===== config.mk =====
export PLATFORM = sky130hd
export DESIGN_NAME = chunked_add_sub
export DESIGN_NICKNAME = d
export VERILOG_FILES = /design/src/rtl/chunked_add_sub_pkg.sv /design/src/rtl/chunk_adder.sv /design/src/rtl/chunked_add_sub.sv
export SDC_FILE = /design/constraint.sdc
export NUM_CORES = 1
export LEC_CHECK = 0
export ABC_CLOCK_PERIOD_IN_PS = 5200
export BUFFER_PORTS_ARGS = -buffer_cell sky130_fd_sc_hd__buf_2
export CAP_MARGIN = 20
export CORE_MARGIN = 2
export CORE_UTILIZATION = 45
export DETAILED_ROUTE_END_ITERATION = 8
export PLACE_DENSITY = 0.68
export REMOVE_ABC_BUFFERS = 1
export SYNTH_ARGS = -nofsm -noshare
export SYNTH_HDL_FRONTEND = slang
export SYNTH_SLANG_ARGS = --single-unit
export TNS_END_PERCENT = 50

===== constraint.sdc =====
create_clock -name clk -period 5.2 [get_ports clk]
set_clock_uncertainty 0.1 [all_clocks]
set_input_delay 0.78 -clock clk [delete_from_list [all_inputs] [get_ports clk]]
set_output_delay 0.78 -clock clk [all_outputs]
set_load 0.005 [all_outputs]

===== src/rtl/chunked_add_sub_pkg.sv =====
// Shared ALU definitions: FSM state encoding and add/sub op encoding.
// Imported by the ALU datapath blocks.
package chunked_add_sub_pkg;

   localparam logic ST_IDLE = 1'b0;
   localparam logic ST_RUN  = 1'b1;

   localparam logic OP_ADD = 1'b0;
   localparam logic OP_SUB = 1'b1;

endpackage


===== src/rtl/chunk_adder.sv =====
// Combinational N-bit adder slice with carry in/out.
// One instance is reused each cycle by the multi-cycle datapath.
module chunk_adder #(
   parameter int N = 2
) (
   input  logic [N-1:0] x,
   input  logic [N-1:0] y,
   input  logic         cin,
   output logic [N-1:0] s,
   output logic         cout
);

   logic [N:0] total;

   always_comb begin
      total = {1'b0, x} + {1'b0, y} + {{N{1'b0}}, cin};
      s     = total[N-1:0];
      cout  = total[N];
   end

endmodule


===== src/rtl/chunked_add_sub.sv =====
// Multi-cycle add/subtract: CHUNK bits per clock, LSB chunk first,
// with a registered ripple carry and start/busy/done handshake.
module chunked_add_sub #(
   parameter int WIDTH = 8,
   parameter int CHUNK = 2
) (
   input  logic             clk,
   input  logic             rst,
   input  logic             start,
   input  logic             sub,
   input  logic [WIDTH-1:0] a,
   input  logic [WIDTH-1:0] b,
   output logic             busy,
   output logic             done,
   output logic [WIDTH-1:0] sum,
   output logic             c_out,
   output logic             ovf,
   output logic             zero
);

   import chunked_add_sub_pkg::*;

   localparam int NCHUNK = WIDTH / CHUNK;
   localparam int CW     = $clog2(NCHUNK + 1);

   if (WIDTH < 1 || CHUNK < 1 || (WIDTH % CHUNK) != 0) begin : g_bad_cfg
      $error("chunked_add_sub: CHUNK must divide WIDTH");
   end

   logic             state_q, state_d;
   logic [WIDTH-1:0] opa_q, opa_d;
   logic [WIDTH-1:0] opb_q, opb_d;
   logic [WIDTH-1:0] res_q, res_d;
   logic             carry_q, carry_d;
   logic [CW-1:0]    cnt_q, cnt_d;
   logic             a_msb_q, a_msb_d;
   logic             b_msb_q, b_msb_d;
   logic [WIDTH-1:0] sum_q, sum_d;
   logic             c_out_q, c_out_d;
   logic             ovf_q, ovf_d;
   logic             zero_q, zero_d;
   logic             done_q, done_d;

   logic [CHUNK-1:0] ch_s;
   logic             ch_cout;
   logic             accept;
   logic             running;
   logic             last;
   logic [WIDTH-1:0] res_next;
   logic [WIDTH-1:0] b_eff;

   chunk_adder #(
      .N(CHUNK)
   ) u_chunk (
      .x   (opa_q[CHUNK-1:0]),
      .y   (opb_q[CHUNK-1:0]),
      .cin (carry_q),
      .s   (ch_s),
      .cout(ch_cout)
   );

   always_ff @(posedge clk) begin
      if (rst) begin
         state_q <= ST_IDLE;
      end else begin
         state_q <= state_d;
      end
   end

   always_comb begin
      running = (state_q == ST_RUN);
      last    = running && (cnt_q == CW'(NCHUNK - 1));
      accept  = (state_q == ST_IDLE) && start;
      state_d = state_q;
      unique case (state_q)
         ST_IDLE: if (start) state_d = ST_RUN;
         ST_RUN:  if (last)  state_d = ST_IDLE;
         default:            state_d = ST_IDLE;
      endcase
   end

   always_comb begin
      busy  = (state_q == ST_RUN);
      done  = done_q;
      sum   = sum_q;
      c_out = c_out_q;
      ovf   = ovf_q;
      zero  = zero_q;
   end

   // New chunk enters at the top; after NCHUNK shifts it is aligned.
   always_comb begin
      b_eff    = (sub == OP_SUB) ? ~b : b;
      res_next = WIDTH'({ch_s, res_q} >> CHUNK);
      opa_d    = opa_q;
      opb_d    = opb_q;
      res_d    = res_q;
      carry_d  = carry_q;
      cnt_d    = cnt_q;
      a_msb_d  = a_msb_q;
      b_msb_d  = b_msb_q;
      sum_d    = sum_q;
      c_out_d  = c_out_q;
      ovf_d    = ovf_q;
      zero_d   = zero_q;
      done_d   = 1'b0;
      if (accept) begin
         opa_d   = a;
         opb_d   = b_eff;
         res_d   = '0;
         carry_d = sub;
         cnt_d   = '0;
         a_msb_d = a[WIDTH-1];
         b_msb_d = b_eff[WIDTH-1];
      end else if (running) begin
         opa_d   = opa_q >> CHUNK;
         opb_d   = opb_q >> CHUNK;
         res_d   = res_next;
         carry_d = ch_cout;
         cnt_d   = cnt_q + CW'(1);
         if (last) begin
            sum_d   = res_next;
            c_out_d = ch_cout;
            ovf_d   = (a_msb_q == b_msb_q)
                   && (res_next[WIDTH-1] != a_msb_q);
            zero_d  = (res_next == '0);
            done_d  = 1'b1;
         end
      end
   end

   always_ff @(posedge clk) begin
      if (rst) begin
         opa_q   <= '0;
         opb_q   <= '0;
         res_q   <= '0;
         carry_q <= 1'b0;
         cnt_q   <= '0;
         a_msb_q <= 1'b0;
         b_msb_q <= 1'b0;
         sum_q   <= '0;
         c_out_q <= 1'b0;
         ovf_q   <= 1'b0;
         zero_q  <= 1'b0;
         done_q  <= 1'b0;
      end else begin
         opa_q   <= opa_d;
         opb_q   <= opb_d;
         res_q   <= res_d;
         carry_q <= carry_d;
         cnt_q   <= cnt_d;
         a_msb_q <= a_msb_d;
         b_msb_q <= b_msb_d;
         sum_q   <= sum_d;
         c_out_q <= c_out_d;
         ovf_q   <= ovf_d;
         zero_q  <= zero_d;
         done_q  <= done_d;
      end
   end

endmodule


* After elaboration in Yosys (flattened, before gate mapping)
Cells that the tools add are included. Widths: inputs -> output; s select.
Cells by class: shifts and indexed selects 0, reductions and logical operators 8, multiplexer cells 11, multiply operators 0, add/subtract/negate cells 3, div/mod/pow operators 0, equality and inequality tests 3, order comparisons 0, bitwise logic cells 3
Operators by type and width (count):
- $mux 8 | 5
- $logic_not 8->1 | 1
- $not 8->8 | 1
- $mux 1 | 5
- $add 2x2->3 | 1
- $add 3x1->3 | 1
- $add 3x1->3 const B | 1
- $eq 3x2->1 const B | 1
- $logic_and 1x1->1 | 3
- $reduce_and 3->1 | 1
- $reduce_or 3->1 | 1
- $not 1->1 | 2
- $pmux 1 s2 | 1
- $reduce_bool 2->1 | 1
- $reduce_or 2->1 | 1
- $eq 1x1->1 | 1
- $ne 1x1->1 | 1
Word-level totals: word-level logic and storage cells 41, bits in read-only memories 0, bits in writable memories 0, bits in latches 0, input port bits 20, memories kept 0, output and inout port bits 13, flip-flop bits (word level) 43

* Longest topological paths before layout
depth after elaboration 4, gate-level depth with buffers 7

* By module
From an unflattened synthesis, not the netlist that was laid out.
Second synthesis, totals: cell total of the unflattened synthesis 194, area, all modules 1800.5 um2
Modules (own cells, without submodules):
- chunked_add_sub | cells an instance 184, sequential area each 820.8 um2, area each 1730.4 um2, instances 1
- chunk_adder | cells an instance 10, sequential area each 0.0 um2, area each 70.1 um2, instances 1

* Least setup slack after synthesis
No wires, ideal clock.
path kind register to register, start point reg opa_q[0], end point reg ovf_q, in the netlist ovf, setup slack 3.190 ns, stages on the path, launching flop included 6, path buffers 0, arrival 1.819 ns, path through dfxtp_1 > inv_1 > fa_1 > fa_1 > or3_1 > a311oi_1
On the way: longest elaborated chain between the ends 4
Ends and longest elaborated chain:
- from (decl) | RTL line chunked_add_sub.sv:31 | logic [WIDTH-1:0] opa_q, opa_d;
- from (signal assigned) | RTL line chunked_add_sub.sv:147 | opa_q <= opa_d;
- $add 2x2->3 | RTL line chunk_adder.sv:16 | total = {1'b0, x} + {1'b0, y} + {{N{1'b0}}, cin};
- $add 3x1->3 | RTL line chunk_adder.sv:16
- $ne 1x1->1 | RTL line chunked_add_sub.sv:125 | && (res_next[WIDTH-1] != a_msb_q);
- $logic_and 1x1->1 | RTL line chunked_add_sub.sv:125
- to (signal assigned) | RTL line chunked_add_sub.sv:156 | ovf_q <= ovf_d;
- to (decl) | RTL line chunked_add_sub.sv:40 | logic ovf_q, ovf_d;
No other way between the ends. A chain may end at the register's enable or synchronous reset.

* Worst setup path after layout
start point reg state_q, in the netlist busy, end point out busy
RTL lines:
- from (decl) | RTL line chunked_add_sub.sv:30 | logic state_q, state_d;
- from (signal assigned) | RTL line chunked_add_sub.sv:66 | state_q <= state_d;
- to (decl) | RTL line chunked_add_sub.sv:13 | output logic busy,
No word-level cell between the ends.

==> flow_results.org <==
** Clock tree
- Later-pin clock latency in the skew report :: 0.29 ns
- CTS root buffer :: clkbuf_8
- Number of buffers created by CTS :: 5
- Resize count post-CTS :: 0
- The clock drives 41 sinks.
- Post-CTS setup repair buffer count :: 0
- Max Buffers Root-to-Sink :: 2
- Maximum level of the CTS H-tree :: 2
- TritonCTS built the clock tree.
- Clock-pin slew was measured on the worst setup and hold paths at 0.07 ns.
- Cts hold-fix bufs :: 0

** Pwr
- Pwr per Cell Area :: 315 nW/um^2
- The clock network accounts for 34.4% of the total power.
- Switching Share :: 23.5%
- In this run the power spent charging and discharging nets is 0.150 mW.
- Internal power comes to 0.487 mW.
- Static leakage :: 0.819 nW
- In this run, flip-flops and latches consume 53.3% of the power.
- Peak supply drop :: 0.153 mV
- Combinational cells account for 12.3% of the total power.

** Timing
- Transition time at the pin with the least slew margin :: 0.782 ns
- Final Cycle Share :: 43.0%
- Number of hold violations in the final report :: 0
- The smallest clock period supported by the final layout is computed as 2.24 ns.
- The count of final max-slew check failures was 0.
- Based on the critical path, the design can be clocked at up to 447 MHz.
- Number of endpoints failing setup at the final stage :: 0
- Setup repair after global routing left no endpoint under its margin.
- In the final timing run, aggregate negative setup slack is 0 ns.
- Measured against its own limit, the worst slew margin works out to 47.8%.
- The worst path meets setup with 2.96 ns of slack.

** Setup path
- Worst setup path category :: flop to primary output
- STA classifies the critical path endpoint as a primary output.
- The number of buffers and inverters on the critical path is 1.
- CP max-delay cell :: dfxtp_1
- Kind of launch point of the worst setup path :: flop
- Delay of the slowest critical-path stage :: 0.83 ns
- The cell family contributing the most delay on the critical path is flip-flops.
- Maximum fanout encountered on the critical timing path :: 18
- The critical path goes through buf_2.
- Critical path required time :: 4.32 ns
- Data arrival time of the critical path :: 1.36 ns

** Drt
- For this block, the initial DRC count from the detailed router was 64.
- Total Routed Length :: 2910 um
- In this run the remaining antenna-violating nets after routing total 0.
- For this run, the detailed router's first-pass iteration total came to 5.
- Via count :: 1295
- DR vias/cell :: 4.91
- WL per Instance :: 11.0 um
- Post-route DRC violation count :: 0

** Synthesis
- Main area contributors after synthesis :: dfxtp_1 (46%), mux2i_1 (7.8%), nor2_1 (6.5%), xnor2_1 (4.4%), nand2_1 (4.2%)
- The synthesized design spends more area on one cell type than any other, namely dfxtp_1.
- Syn Std Cell Area :: 1790 um^2
- Mapped Avg Cell Area :: 9.45 um^2
- Synthesis instantiated 29 different standard cells from the library.
- In this run, synthesis produced a sequential element count of 41.
- Sequential elements use 45.9% of the synthesized area.
- The cell count after synthesis came out at 189.
- Share of the synthesized area in the top cell type :: 45.9%
- Synthesis Warnings :: 0

** Global route
- Initial antenna violation count :: 0
- After global routing the overflow that remains totals 0.
- The first global-routing pass estimated 4930 um of wire.
- Entering global routing, the biggest net connects 34 pins.
- GRT Total Usage :: 14.7%
- Via count of the first global-routing pass :: 1108

** Floorplanning
- Rows :: 22
- Once the floorplan was initialized, standard cells occupied 47.7% of the core.
- Vertical extent of the die :: 67.0 um
- The floorplan step defined a die boundary enclosing 4490 um^2.
- IO Count :: 33
- Die width :: 67.0 um
- Area of the core region :: 3740 um^2

** Finish
- Summing all non-filler instances in the final layout gives an area of 2030 um^2.
- Diode insertion count for antenna repair :: 0
- Relative to the synthesized area, the layout overhead comes to 13.4%.
- Final core area utilization :: 54.1%
- Fraction of layout cells with a size suffix above 1 :: 23.6%
- The filler cells instantiated in the layout total 382.
- For this run, the post-layout net count is 239.

** Placement
- Worst setup timing slack at the placement stage :: 3.05 ns
- Summing all placed instances gives a cell area of 1930 um^2.
- The count of buffers added on input and output ports is 32.
- The congestion estimate from routability-driven global placement came to 0.702.
- The wire-length estimate of the detail-placed layout is 1970 um.

** Outcome
- The flow ran to the end, and the final reports show no timing, DRC or antenna violations.

** Min path
- The path class of the tightest hold or removal check is flop to flop.

** Job
- The tool flagged a number of max-cap violations equal to 0.
cell usage in the layout, fill, tap and decap left out, types with 3 or more instances in the layout:
cell      Yosys  final
mux2_2        6      6
mux2i_1      14     14
a211oi_2      3      3
inv_1         7      7
a211oi_1      6      6
a211o_1       6      6
xnor2_1       9      9
buf_2         5     32
nor2_1       31     31
clkbuf_8      0      7
nand2_1      20     20
a21oi_1      14     14
dfxtp_1      41     41
power by group through the flow:
stage / Sequential (mW) / Clock, mW / Combinational (mW)
floorplan: 0.348 / 0 / 0.0515
global placement: 0.347 / 0 / 0.0785
detailed placement: 0.347 / 0 / 0.0789
CTS: 0.340 / 0.228 / 0.0794
global route: 0.342 / 0.242 / 0.0878
finish: 0.340 / 0.219 / 0.0782
worst reg2reg max path: cells and delay by family (launching register included):
kind	cells	cell delay, ns
AND/OR/NAND/NOR	1	0.34
flip-flops	1	0.33
AO/OA/AOI/OAI	1	0.25
adder cells (fa/ha/maj)	2	0.96
buffers and inverters	1	0.05
stage by stage:
step           std cells  power (mW)  hold WS, ns
3_3_place_gp         256       0.426        0.341
5_1_grt              264       0.672        0.378
2_1_floorplan        175       0.400        0.326
4_1_cts              264       0.647        0.356
6_report             264       0.638        0.353
3_5_place_dp         256       0.426        0.343
path summary, 6_finish.rpt:
| path | startpoint | to | slack [ns] | depth (start not counted) |
|---|---|---|---|---|
| worst max-delay path | busy | busy | 2.96 | 1 |
| worst min-delay path | sum[1] | sum[1] | 0.35 | 2 |
| worst max register to register | opa_q[0] | ovf | 3.09 | 5 |
| worst min register to register | sum[1] | sum[1] | 0.35 | 2 |
kinds of logic (layout without fill, tap and decap cells):
logic type / after synthesis / after routing / synth area share [%]
and+or+nand+nor: 62 / 62 / 14.9
DFF: 41 / 41 / 45.9
AOI/OAI and AO/OA: 32 / 32 / 13.0
xor gates and xnor gates: 9 / 9 / 4.41
muxes: 20 / 20 / 11.6
buffers and inverters: 21 / 48 / 6.44
adders and majority gates: 4 / 4 / 3.64
per-layer routing:
metal	share of wire, %	up-vias	track usage, %
met5	0	-	0
met3	3.6	7	3.55
li1	-	688	-
met4	2.3	0	8.42
met2	46	22	22.2
met1	48	578	18.9
cell type report:
| cell class | instances | area [um^2] | area share [%] |
|---|---|---|---|
| clock buffer | 7 | 96.3 | 4.75 |
| clock inverter | 1 | 5.00 | 0.247 |
| inverter | 7 | 26.3 | 1.30 |
| multi-input combinational | 127 | 851 | 42.0 |
| sequential | 41 | 821 | 40.5 |
| tap | 48 | 60.1 | 2.96 |
| timing repair buffer | 33 | 168 | 8.27 |
synthesized netlist by cell type:
cell type   n
buf_2       5
nand2_1    20
fa_1        2
a2111oi_0   1
a311oi_1    1
xnor2_1     9
and2_1      1
nor4bb_1    1
or3_1       1
inv_1       7
mux2i_1    14
nand3_1     2
nor2_1     31
a21oi_1    14
nor2b_4     1
nor4_1      1
or2_1       1
a211oi_1    6
ha_1        2
a2111oi_1   1
a211oi_2    3
nor3_1      2
a211o_1     6
nor2b_1     1
mux2_2      6
clkbuf_1    3
dfxtp_1    41
buf_6       2
buf_4       4
registers in the layout (all words and copies together), names as in the netlist:
signal and cells:
opa_q 8, opb_q 8, sum 8, res_q 6, cnt_q 3, a_msb_q 1
b_msb_q 1, busy 1, c_out 1, carry_q 1, done 1, ovf 1
zero 1
Power figures use the tool's default switching activity.
